## src/rtl/hazard_scoreboard_if.sv

```systemverilog
// D-stage hazard controller bus: decoded D-stage operand/destination info in,
// stall and forward selects back out.
interface hazard_scoreboard_if #(
    parameter int unsigned TW   = 3,
    parameter int unsigned SELW = 2
);
    logic            d_valid;
    logic [4:0]      d_rs;
    logic [4:0]      d_rt;
    logic [TW-1:0]   d_tuse_rs;
    logic [TW-1:0]   d_tuse_rt;
    logic [4:0]      d_dst;
    logic [TW-1:0]   d_tnew;
    logic            d_md_start;
    logic            d_md_div;
    logic            d_md_use;
    logic            stall;
    logic [SELW-1:0] fwd_rs;
    logic [SELW-1:0] fwd_rt;
    logic            md_busy;

    modport master (
        output d_valid, d_rs, d_rt, d_tuse_rs, d_tuse_rt, d_dst, d_tnew,
               d_md_start, d_md_div, d_md_use,
        input  stall, fwd_rs, fwd_rt, md_busy
    );

    modport slave (
        input  d_valid, d_rs, d_rt, d_tuse_rs, d_tuse_rt, d_dst, d_tnew,
               d_md_start, d_md_div, d_md_use,
        output stall, fwd_rs, fwd_rt, md_busy
    );
endinterface

```

## src/rtl/hazard_scoreboard.sv

```systemverilog
// Tuse/Tnew hazard scoreboard for the D stage: tracks in-flight destinations,
// derives stall and forward selects, and times mult/div HI/LO occupancy.
module hazard_scoreboard #(
    parameter int unsigned STAGES   = 3,
    parameter int unsigned TW       = 3,
    parameter int unsigned SELW     = 2,
    parameter int unsigned MULT_CYC = 5,
    parameter int unsigned DIV_CYC  = 10
) (
    input  logic                 clk,
    input  logic                 reset,
    hazard_scoreboard_if.slave   hz
);
    localparam int unsigned MAX_CYC = (DIV_CYC > MULT_CYC) ? DIV_CYC : MULT_CYC;
    localparam int unsigned CW      = $clog2(MAX_CYC + 1);
    localparam logic [TW-1:0] TUSE_NONE = {TW{1'b1}};

    logic [STAGES-1:0]          v_q, v_d;
    logic [STAGES-1:0][4:0]     dst_q, dst_d;
    logic [STAGES-1:0][TW-1:0]  tnew_q, tnew_d;
    logic [CW-1:0]              cnt_q, cnt_d;
    logic                       md_busy_q, md_busy_d;

    logic                       hit_rs, hit_rt;
    logic [TW-1:0]              mt_rs, mt_rt;
    logic [SELW-1:0]            sel_rs, sel_rt;
    logic                       stall_rs, stall_rt, md_stall, stall_c;

    // Youngest match wins: scan oldest to youngest so lower k overwrites.
    always_comb begin
        hit_rs = 1'b0;
        hit_rt = 1'b0;
        mt_rs  = '0;
        mt_rt  = '0;
        sel_rs = '0;
        sel_rt = '0;
        for (int k = int'(STAGES) - 1; k >= 0; k--) begin
            if (hz.d_rs != 5'd0 && v_q[k] && dst_q[k] == hz.d_rs) begin
                hit_rs = 1'b1;
                mt_rs  = tnew_q[k];
                sel_rs = SELW'(k + 1);
            end
            if (hz.d_rt != 5'd0 && v_q[k] && dst_q[k] == hz.d_rt) begin
                hit_rt = 1'b1;
                mt_rt  = tnew_q[k];
                sel_rt = SELW'(k + 1);
            end
        end
    end

    always_comb begin
        stall_rs = hit_rs && (hz.d_tuse_rs != TUSE_NONE) && (mt_rs > hz.d_tuse_rs);
        stall_rt = hit_rt && (hz.d_tuse_rt != TUSE_NONE) && (mt_rt > hz.d_tuse_rt);
        md_stall = hz.d_md_use && md_busy_q;
        stall_c  = hz.d_valid && (stall_rs || stall_rt || md_stall);
    end

    // Shift the scoreboard one stage, saturating Tnew at zero; a stall injects a bubble.
    always_comb begin
        v_d    = '0;
        dst_d  = '0;
        tnew_d = '0;
        v_d[0]    = hz.d_valid && !stall_c && (hz.d_dst != 5'd0);
        dst_d[0]  = hz.d_dst;
        tnew_d[0] = hz.d_tnew;
        for (int k = 1; k < int'(STAGES); k++) begin
            v_d[k]    = v_q[k-1];
            dst_d[k]  = dst_q[k-1];
            tnew_d[k] = (tnew_q[k-1] == '0) ? '0 : tnew_q[k-1] - TW'(1);
        end
    end

    // Mult/div occupancy keeps counting down even while D is frozen.
    always_comb begin
        cnt_d = cnt_q;
        if (hz.d_md_start && hz.d_valid && !stall_c) begin
            cnt_d = hz.d_md_div ? CW'(DIV_CYC) : CW'(MULT_CYC);
        end else if (cnt_q != '0) begin
            cnt_d = cnt_q - CW'(1);
        end
        md_busy_d = (cnt_d != '0);
    end

    always_ff @(posedge clk or posedge reset) begin
        if (reset) begin
            v_q       <= '0;
            dst_q     <= '0;
            tnew_q    <= '0;
            cnt_q     <= '0;
            md_busy_q <= 1'b0;
        end else begin
            v_q       <= v_d;
            dst_q     <= dst_d;
            tnew_q    <= tnew_d;
            cnt_q     <= cnt_d;
            md_busy_q <= md_busy_d;
        end
    end

    assign hz.stall   = stall_c;
    assign hz.fwd_rs  = (hit_rs && mt_rs == '0) ? sel_rs : '0;
    assign hz.fwd_rt  = (hit_rt && mt_rt == '0) ? sel_rt : '0;
    assign hz.md_busy = md_busy_q;

endmodule

```

## src/flat_wrapper.sv

```systemverilog
// flat-port wrapper written by rule: the top's interface ports become plain ports
module hazard_scoreboard_flat 
#(
    parameter int unsigned STAGES   = 3,
    parameter int unsigned TW       = 3,
    parameter int unsigned SELW     = 2,
    parameter int unsigned MULT_CYC = 5,
    parameter int unsigned DIV_CYC  = 10
)
  (clk, reset, hz_d_valid, hz_d_rs, hz_d_rt, hz_d_tuse_rs, hz_d_tuse_rt, hz_d_dst, hz_d_tnew, hz_d_md_start, hz_d_md_div, hz_d_md_use, hz_stall, hz_fwd_rs, hz_fwd_rt, hz_md_busy);
  hazard_scoreboard_if #(.TW(TW), .SELW(SELW)) hz_i ();
  input  logic clk;
  input  logic reset;
  input wire logic [$bits(hz_i.d_valid)-1:0] hz_d_valid;
  input wire logic [$bits(hz_i.d_rs)-1:0] hz_d_rs;
  input wire logic [$bits(hz_i.d_rt)-1:0] hz_d_rt;
  input wire logic [$bits(hz_i.d_tuse_rs)-1:0] hz_d_tuse_rs;
  input wire logic [$bits(hz_i.d_tuse_rt)-1:0] hz_d_tuse_rt;
  input wire logic [$bits(hz_i.d_dst)-1:0] hz_d_dst;
  input wire logic [$bits(hz_i.d_tnew)-1:0] hz_d_tnew;
  input wire logic [$bits(hz_i.d_md_start)-1:0] hz_d_md_start;
  input wire logic [$bits(hz_i.d_md_div)-1:0] hz_d_md_div;
  input wire logic [$bits(hz_i.d_md_use)-1:0] hz_d_md_use;
  output wire logic [$bits(hz_i.stall)-1:0] hz_stall;
  output wire logic [$bits(hz_i.fwd_rs)-1:0] hz_fwd_rs;
  output wire logic [$bits(hz_i.fwd_rt)-1:0] hz_fwd_rt;
  output wire logic [$bits(hz_i.md_busy)-1:0] hz_md_busy;
  assign hz_i.d_valid = hz_d_valid;
  assign hz_i.d_rs = hz_d_rs;
  assign hz_i.d_rt = hz_d_rt;
  assign hz_i.d_tuse_rs = hz_d_tuse_rs;
  assign hz_i.d_tuse_rt = hz_d_tuse_rt;
  assign hz_i.d_dst = hz_d_dst;
  assign hz_i.d_tnew = hz_d_tnew;
  assign hz_i.d_md_start = hz_d_md_start;
  assign hz_i.d_md_div = hz_d_md_div;
  assign hz_i.d_md_use = hz_d_md_use;
  assign hz_stall = hz_i.stall;
  assign hz_fwd_rs = hz_i.fwd_rs;
  assign hz_fwd_rt = hz_i.fwd_rt;
  assign hz_md_busy = hz_i.md_busy;
  hazard_scoreboard #(.STAGES(STAGES), .TW(TW), .SELW(SELW), .MULT_CYC(MULT_CYC), .DIV_CYC(DIV_CYC)) u_core (.clk(clk), .reset(reset), .hz(hz_i));
endmodule
```

## config.mk

```make
export PLATFORM = sky130hd
export DESIGN_NAME = hazard_scoreboard_flat
export DESIGN_NICKNAME = d
export VERILOG_FILES = /design/src/rtl/hazard_scoreboard_if.sv /design/src/rtl/hazard_scoreboard.sv /design/src/flat_wrapper.sv
export SDC_FILE = /design/constraint.sdc
export NUM_CORES = 1
export LEC_CHECK = 0
export CORE_UTILIZATION = 47
export DETAILED_ROUTE_END_ITERATION = 16
export GPL_TIMING_DRIVEN = 0
export HOLD_SLACK_MARGIN = 0.06
export PLACE_DENSITY = 0.87
export SLEW_MARGIN = 20
export SYNTH_ARGS = -nofsm -noshare
export SYNTH_HDL_FRONTEND = slang
export SYNTH_SLANG_ARGS = --single-unit
```

## constraint.sdc

```tcl
create_clock -name clk -period 3.4 [get_ports clk]
set_input_delay 0.68 -clock clk [delete_from_list [all_inputs] [get_ports clk]]
set_output_delay 0.68 -clock clk [all_outputs]
set_load 0.01 [all_outputs]
```

==> qor.yml, run 1 <==
grt_first_pass_wirelength_microns: 8183
failing_checks: "setup timing"
post-route-min-period_ns: 4.003
routed_wire_length_per_instance_microns: 17.44
rows: 23
insertion_delay_ns: 0.28
nets: 299
multiInputGateArea_sq_um: 1296
chipHeight_microns: 67.02
fin_hold_ws_ns: 0.4304
cts_inserted_buffers: 5
avgViaCountPerCell: 5.571
dp_hpwl_microns: 3333
cp-start-kind: "primary input"
hp-class: "flop to flop"
timing_worst_setup_path_type: "primary input to output port"
pin_count_of_the_biggest_net_entering_global_routing: 33
synth_warnings: 0
netSwitchingPower_w: 0.0003456
grt_residual_overflow: 0
detailedRoute.firstIterationViolations: 79
hold_viol_final: 0
tightestPinTransition_ns: 0.6613
clock_slew_at_the_register_clock_pins_of_the_worst_setup_and_hold_paths_ns: 0.06
synthCells: 190
max-vdd-ir-drop_v: 0.0002842
synth.cell_area_sq_um: 1987
place.port_buffers: 34
netlist-cell-type-count: 45
io_pins: 36
detail_route.wirelength_microns: 5370
mostFrequentLayoutCells: "32 x sky130_fd_sc_hd__dfrtp_1, 27 x sky130_fd_sc_hd__xnor2_1, 25 x sky130_fd_sc_hd__buf_4"
timing.rr.end: "u_core.hz.md_busy"
synth-edff-count: 0
finalWorstSetupSlack_ns: -0.6035
postSynthNetCount: 231
cts_root_buf: "sky130_fd_sc_hd__clkbuf_8"
slowest_stage: "sky130_fd_sc_hd__or2_4"
drt_pre_antenna_iters: 4
internal-power_w: 0.0007378
synth_area_per_cell_sq_um: 10.46
p_per_area_nw_per_um2: 386.7
core-area_sq_um: 4029
worst_ep_required_time_ns: 2.72
utilization_pct: 69.53
critPathLaunch: "hz_d_rt[4]"
worstReg2RegStart: "u_core.dst_d[14]"
setup_violations: 8
fin_skew_ns: 0.003450
vias: 1716
static-leakage-power_nw: 1.174
drv.max_cap_violation_count: 0
worstSetupEndpointType: "output port"
cts_num_sinks: 32
slew_headroom_pct: 55.85
regArea_sq_um: 800.8
num_antenna_cells: 0
grt_antenna_before_repair: 0
layout.filler_cells: 284
seq_power_share_pct: 44.0
gp_congestion: 0.8250
async_reset_ff_share_pct: 100.0
synth.yosys.seq_area_share_pct: 40.30
status: "finished with violations"
post_cts_hold_buffer_count: 0
grt_setup_unrepaired: "true"
layout.cells.most_common: "sky130_fd_sc_hd__dfrtp_1"
comb_power_share_pct: 30.8
finalMaxSlewViolations: 0
synth_top_area_share_pct: 40.30
worst_r2r_path_depth: 14
power_share_of_the_clock_group_pct: 25.2
ys.flop_type: "sky130_fd_sc_hd__dfrtp_1"
cts-root-to-sink-buffers: 2
yosysTopAreaCell: "sky130_fd_sc_hd__dfrtp_1"
antenna_left: 0
critical_path.max_fanout: 5
floorplan.die.width_microns: 67.02
clock.fmax_mhz: 249.8
htree_num_levels: 2
number_of_global_route_vias_before_repair: 1768
timing.critical_path.cells: "buf_2 -> xnor2_1 -> nand4_2 -> or2_4 -> buf_6 -> a311oi_2 -> nor2_1 -> ha_1 -> nor2b_1 -> o21ai_1 -> nand2b_1 -> o311ai_4 -> nand3_2 -> and2_4 -> buf_6"
sw_frac_of_total_pct: 31.90
tritoncts: "yes"
synth.area.top_cells: "sky130_fd_sc_hd__dfrtp_1 40%, sky130_fd_sc_hd__xnor2_1 12%, sky130_fd_sc_hd__ha_1 6.9%, sky130_fd_sc_hd__o311ai_4 2.6%, sky130_fd_sc_hd__nor3_1 2.5%"
starting_density_pct: 49.32
drive_gt1_share_pct: 30.23
max_stage_delay_ns: 0.32
cp.arrival_ns: 3.32
cpMostUsedCell: "sky130_fd_sc_hd__buf_6"
timing.final.crit_share_pct: 117.7
drc_errors: 0
crit_end: "hz_stall"
synth.ff_latch_count: 32
syn2layout_area_growth_pct: 41.00
grt_usage_pct: 25.57
ff2ff_setup_slack_ns: -0.09
die-area_sq_um: 4492
-- cell families (layout without fill, tap and decap cells) --
group,count (synthesis),count (layout),share of synthesized area (%)
flip-flops,32,32,40.30
XOR/XNOR,31,31,13.66
AND/OR/NAND/NOR,70,71,22.61
buffers and inverters,14,81,2.708
multiplexers,5,5,2.645
adder cells (fa/ha/maj),11,11,6.927
AO/OA/AOI/OAI,27,27,11.15
-- how the worst min path moves through the flow --
stage,slack [ns],from,to,cells past startpoint
6_report,0.43,u_core.v_q[0],u_core.v_q[1],0
5_1_grt,0.45,u_core.v_q[0],u_core.v_q[1],0
4_1_cts,0.44,u_core.v_q[0],u_core.v_q[1],0
3_5_place_dp,0.42,u_core.v_q[0],u_core.v_q[1],0
3_3_place_gp,0.42,u_core.v_q[0],u_core.v_q[1],0
2_1_floorplan,0.37,u_core.v_q[0],u_core.v_q[1],0
-- what timing repair did --
item | 4_1_cts | 5_1_grt
pin swaps | 15 | 20
resized for setup | 60 | 24
setup buffers | 15 | 11
setup endpoints to repair | 11 | 6
cloned | 1 | 0
-- metal layers --
| layer | wire length, microns | track usage (%) | part of all wire (%) | vias to the layer above |
|---|---|---|---|---|
| li1 | - | - | - | 805 |
| met1 | 2027 | 28.88 | 38 | 806 |
| met2 | 2779 | 43.50 | 52 | 76 |
| met3 | 307 | 5.822 | 5.7 | 29 |
| met4 | 255 | 14.89 | 4.7 | 0 |
| met5 | 0 | 0 | 0 | - |
-- through the flow --
step / TNS, ns / std cells / instance area (sq um) / setup slack [ns] / power, W
after CTS: -0.6607 / 297 / 2696 / -0.5464 / 0.001051
after floorplan: -0.2108 / 190 / 2007 / -0.2108 / 0.0006633
after detailed placement: -8.061 / 274 / 2410 / -1.581 / 0.0007624
after global placement: -7.442 / 274 / 2410 / -1.529 / 0.0007477
after global routing: -2.456 / 308 / 2801 / -0.7769 / 0.001143
final: -1.155 / 308 / 2801 / -0.6035 / 0.001083
-- synthesized netlist by cell type, types with 3 or more instances --
library cell                n
sky130_fd_sc_hd__dfrtp_1   32
sky130_fd_sc_hd__xnor2_1   27
sky130_fd_sc_hd__inv_1     13
sky130_fd_sc_hd__ha_1      11
sky130_fd_sc_hd__nand2_1   10
sky130_fd_sc_hd__nor2_1    10
sky130_fd_sc_hd__nor3_1    10
sky130_fd_sc_hd__o21ai_0    6
sky130_fd_sc_hd__a21oi_1    5
sky130_fd_sc_hd__nand4_1    5
sky130_fd_sc_hd__nor2b_1    5
sky130_fd_sc_hd__xor2_1     4
sky130_fd_sc_hd__a31oi_1    3
sky130_fd_sc_hd__mux2i_1    3
sky130_fd_sc_hd__nand2b_1   3
sky130_fd_sc_hd__nand3_1    3
sky130_fd_sc_hd__nor4_1     3
-- sequential cells by signal (all words and copies together), names as in the netlist --
name and cells:
u_core.tnew_q 9, u_core.dst_d 10, u_core.cnt_q 4, u_core.v_q 3, u_core.dst_q 5, u_core.hz.md_busy 1
-- area by class of cell --
| type | instances | area share (%) |
|---|---|---|
| buffer | 1 | 0.1787 |
| clock buffer | 6 | 2.590 |
| tap | 50 | 2.233 |
| inverter | 13 | 1.742 |
| sequential | 32 | 28.58 |
| timing repair buffer | 60 | 18.22 |
| clock inverter | 1 | 0.1787 |
| multi-input combinational | 145 | 46.27 |
-- worst max-delay path: cells and delay by family --
family / cells / cell delay [ns]
compound gates: 3 / 0.53
fa+ha+maj: 1 / 0.30
xor+xnor: 1 / 0.24
simple gates: 7 / 1.18
buf+inv: 3 / 0.38
-- power groups by stage --
| stage | Clock, W | Combinational, W | Sequential, W |
|---|---|---|---|
| 2_1_floorplan | 0 | 0.000197 | 0.000467 |
| 3_3_place_gp | 0 | 0.000273 | 0.000475 |
| 3_5_place_dp | 0 | 0.000284 | 0.000478 |
| 4_1_cts | 0.000274 | 0.000305 | 0.000472 |
| 5_1_grt | 0.000293 | 0.000368 | 0.000482 |
| 6_report | 0.000273 | 0.000334 | 0.000476 |
(Power assumes the default switching activity.)
==> run 2, diff against run 1 <==
--- a/config.mk
+++ b/config.mk
@@ -5,6 +5,7 @@
 export SDC_FILE = /design/constraint.sdc
 export NUM_CORES = 1
 export LEC_CHECK = 0
+export ABC_CLOCK_PERIOD_IN_PS = 3400
 export CORE_UTILIZATION = 47
 export DETAILED_ROUTE_END_ITERATION = 16
 export GPL_TIMING_DRIVEN = 0
==> results of run 2 <==
Same layout as run 1: the final DEF is identical, and so are final timing and power.
==> run 3, diff against run 2 <==
--- a/config.mk
+++ b/config.mk
@@ -6,7 +6,10 @@
 export NUM_CORES = 1
 export LEC_CHECK = 0
 export ABC_CLOCK_PERIOD_IN_PS = 3400
-export CORE_UTILIZATION = 47
+export CELL_PAD_IN_SITES_DETAIL_PLACEMENT = 1
+export CELL_PAD_IN_SITES_GLOBAL_PLACEMENT = 2
+export CORE_UTILIZATION = 30
+export CTS_CLUSTER_DIAMETER = 80
 export DETAILED_ROUTE_END_ITERATION = 16
 export GPL_TIMING_DRIVEN = 0
 export HOLD_SLACK_MARGIN = 0.06
==> run 3 against run 2 <==
Effect of this change:
- the run still ends with setup timing left
- worst hold slack lost 0.0077 ns
- sequential share of layout area shrank 1.1 points
- sequential power is essentially flat
- core utilization shrank 24 points
- clock skew is essentially flat
- global-route usage shrank 8.4 points
- cell count grew 9.7%
- combinational power shrank 2%
- design area grew 4.0%
- critical endpoint unchanged
- count of clock-buffer cells in the layout is the same
==> qor.yml, run 3 (synthesis gave the netlist of run 1 again) <==
starting_density_pct: 31.11  # -18 points
pin_count_of_the_biggest_net_entering_global_routing: 33  # unchanged
p_per_area_nw_per_um2: 399.4  # +3.3%
finalPower_w: 0.001164  # +7.4%
hold_viol_final: 0  # unchanged
hp-class: "flop to flop"
failing_checks: "setup timing"
vias: 1702  # -0.82%
layout.cells.most_common: "sky130_fd_sc_hd__dfrtp_1"
grt_setup_unrepaired: "true"
floorplan.die.width_microns: 83.38  # +24%
core-area_sq_um: 6386  # +59%
slew_headroom_pct: 54.20  # -1.7 points
post_route_setup_tns_ns: -0.6132  # +0.5422 ns
antenna_left: 0  # unchanged
number_of_global_route_vias_before_repair: 1823  # +3.1%
finalMaxSlewViolations: 0  # unchanged
nets: 301  # +0.67%
tritoncts: "yes"
mostFrequentLayoutCells: "32 x sky130_fd_sc_hd__dfrtp_1, 26 x sky130_fd_sc_hd__buf_4, 24 x sky130_fd_sc_hd__xnor2_1"
seq_power_share_pct: 41.0  # -3.0 points
drc_errors: 0  # unchanged
die-area_sq_um: 6952  # +55%
largest_register_ff_count: 10  # unchanged
setup_violations: 2  # -6
detail_route.wirelength_microns: 5600  # +4.3%
post-route-min-period_ns: 3.924  # -0.07982 ns
routed_wire_length_per_instance_microns: 16.57  # -5.0%
htree_num_levels: 2  # unchanged
chipHeight_microns: 83.38  # +24%
cts-root-to-sink-buffers: 2  # unchanged
fin_skew_ns: 0.003515  # +0.00006451 ns
stdcell_area_sq_um: 2914  # +4.0%
internal-power_w: 0.0008145  # +10%
num_antenna_cells: 0  # unchanged
worstSetupEndpointType: "output port"
timing.final.crit_share_pct: 115.4  # -2.3 points
dpl-instance-area_sq_um: 2444  # +1.4%
drive_gt1_share_pct: 33.72  # +3.5 points
drt_pre_antenna_iters: 4  # unchanged
max-vdd-ir-drop_v: 0.0002862  # +0.70%
finalWorstSetupSlack_ns: -0.5236  # +0.07982 ns
place.port_buffers: 34  # unchanged
comb_power_share_pct: 28.0  # -2.8 points
fin_hold_ws_ns: 0.4226  # -0.007732 ns
dp_hpwl_microns: 3825  # +15%
tightestPinTransition_ns: 0.6860  # +0.02473 ns
grt_usage_pct: 17.16  # -8.4 points
drv.max_cap_violation_count: 0  # unchanged
insertion_delay_ns: 0.29  # about the same
sw_frac_of_total_pct: 30.03  # -1.9 points
grt_first_pass_wirelength_microns: 9135  # +12%
clock_slew_at_the_register_clock_pins_of_the_worst_setup_and_hold_paths_ns: 0.07  # about the same
grt_residual_overflow: 0  # unchanged
static-leakage-power_nw: 1.217  # +3.7%
timing_worst_setup_path_type: "primary input to output port"
avgViaCountPerCell: 5.036  # -9.6%
grt_antenna_before_repair: 0  # unchanged
clock.fmax_mhz: 254.9  # +2.0%
rows: 29  # +26%
worst_ep_required_time_ns: 2.72  # about the same
status: "finished with violations"
power_share_of_the_clock_group_pct: 31.0  # +5.8 points
detailedRoute.firstIterationViolations: 68  # -14%
cts_inserted_buffers: 5  # unchanged
cp-start-kind: "primary input"
syn2layout_area_growth_pct: 46.66
cts_root_buf: "sky130_fd_sc_hd__clkbuf_8"
io_pins: 36  # unchanged
netSwitchingPower_w: 0.0003495  # +1.1%
cts_num_sinks: 32  # unchanged
cp.arrival_ns: 3.24  # -0.08 ns
gp_congestion: 0.8240  # -0.12%
pre_cts_slack_ns: -1.656  # -0.07456 ns
critical_path.max_fanout: 6  # +1
-- run 3: changes by cell type in the layout (fill, tap and decap cells not counted), moves of 2 or more --
| cell | change |
|---|---|
| sky130_fd_sc_hd__xnor2_1 | -3 |
| sky130_fd_sc_hd__xnor2_2 | +3 |
| sky130_fd_sc_hd__buf_6 | +3 |
| sky130_fd_sc_hd__clkbuf_2 | -2 |
| sky130_fd_sc_hd__nor3_1 | -2 |
| sky130_fd_sc_hd__nor3_2 | +2 |
-- run 3: cell type report --
type	count	area [sq um]
plain buffers	1	5.005
multi-input cells	145	1306
flip-flops and latches	32	800.8
well taps	77	96.34
inverters	13	48.80
clock buffers	6	72.57
clock inverters	2	35.03
repair buffers	62	549.3
fillers	691	3472
-- run 3: routing by layer --
layer	global-route usage [%]	up-vias	part of all wire, %
met4	7.367	0	2.6
met1	20.18	840	43
met3	3.877	12	3.4
met5	0	-	0
met2	29.88	38	51
li1	-	812	-
-- run 3: final timing paths --
kind                            slack (ns)  cells past startpoint                end        startpoint
worst max-delay path                 -0.52                     14           hz_stall        hz_d_rt[3]
worst min-delay path                  0.42                      0      u_core.v_q[1]     u_core.v_q[0]
worst max register to register        0.20                     12  u_core.hz.md_busy  u_core.dst_q[12]
worst min register to register        0.42                      0      u_core.v_q[1]     u_core.v_q[0]
max in group asynchronous             2.14                      2   u_core.tnew_q[6]             reset
min in group asynchronous             0.82                      2   u_core.tnew_q[3]             reset
-- run 3: stage by stage --
| step | util (%) | std cells |
|---|---|---|
| 6_report | 45.63 | 338 |
| 5_1_grt | 45.63 | 338 |
| 4_1_cts | 43.95 | 331 |
| 3_5_place_dp | 38.26 | 301 |
| 3_3_place_gp | 38.26 | 301 |
| 2_1_floorplan | - | 190 |
-- run 3: worst max-delay path, stage by stage --
cell                       delay (ns)
sky130_fd_sc_hd__buf_8           0.09
sky130_fd_sc_hd__or4_4           0.57
sky130_fd_sc_hd__nor2_4          0.18
sky130_fd_sc_hd__nor4_4          0.08
sky130_fd_sc_hd__a311oi_2        0.31
sky130_fd_sc_hd__nor2_1          0.09
sky130_fd_sc_hd__ha_1            0.33
sky130_fd_sc_hd__nor2b_1         0.14
sky130_fd_sc_hd__o21ai_1         0.14
sky130_fd_sc_hd__nand2b_1        0.11
sky130_fd_sc_hd__o311ai_4        0.13
sky130_fd_sc_hd__nand3_2         0.12
sky130_fd_sc_hd__and2_4          0.16
sky130_fd_sc_hd__buf_6           0.11
-- run 3: repair_timing --
item | 4_1_cts | 5_1_grt
setup buffers | 24 | 9
pin swaps | 22 | 18
resized for setup | 84 | 16
endpoints found under the hold margin | 0 | 0
hold buffers | 0 | 0
gates cloned | 1 | 0
endpoints found under the setup margin | 11 | 8
-- run 3: power groups by stage --
stage / logic (W) / clock network (W) / registers [W]
4_1_cts: 0.000316 / 0.000368 / 0.000475
3_5_place_dp: 0.000294 / 0 / 0.000481
6_report: 0.000326 / 0.000361 / 0.000477
2_1_floorplan: 0.000197 / 0 / 0.000467
5_1_grt: 0.000368 / 0.000390 / 0.000483
3_3_place_gp: 0.000278 / 0 / 0.000478
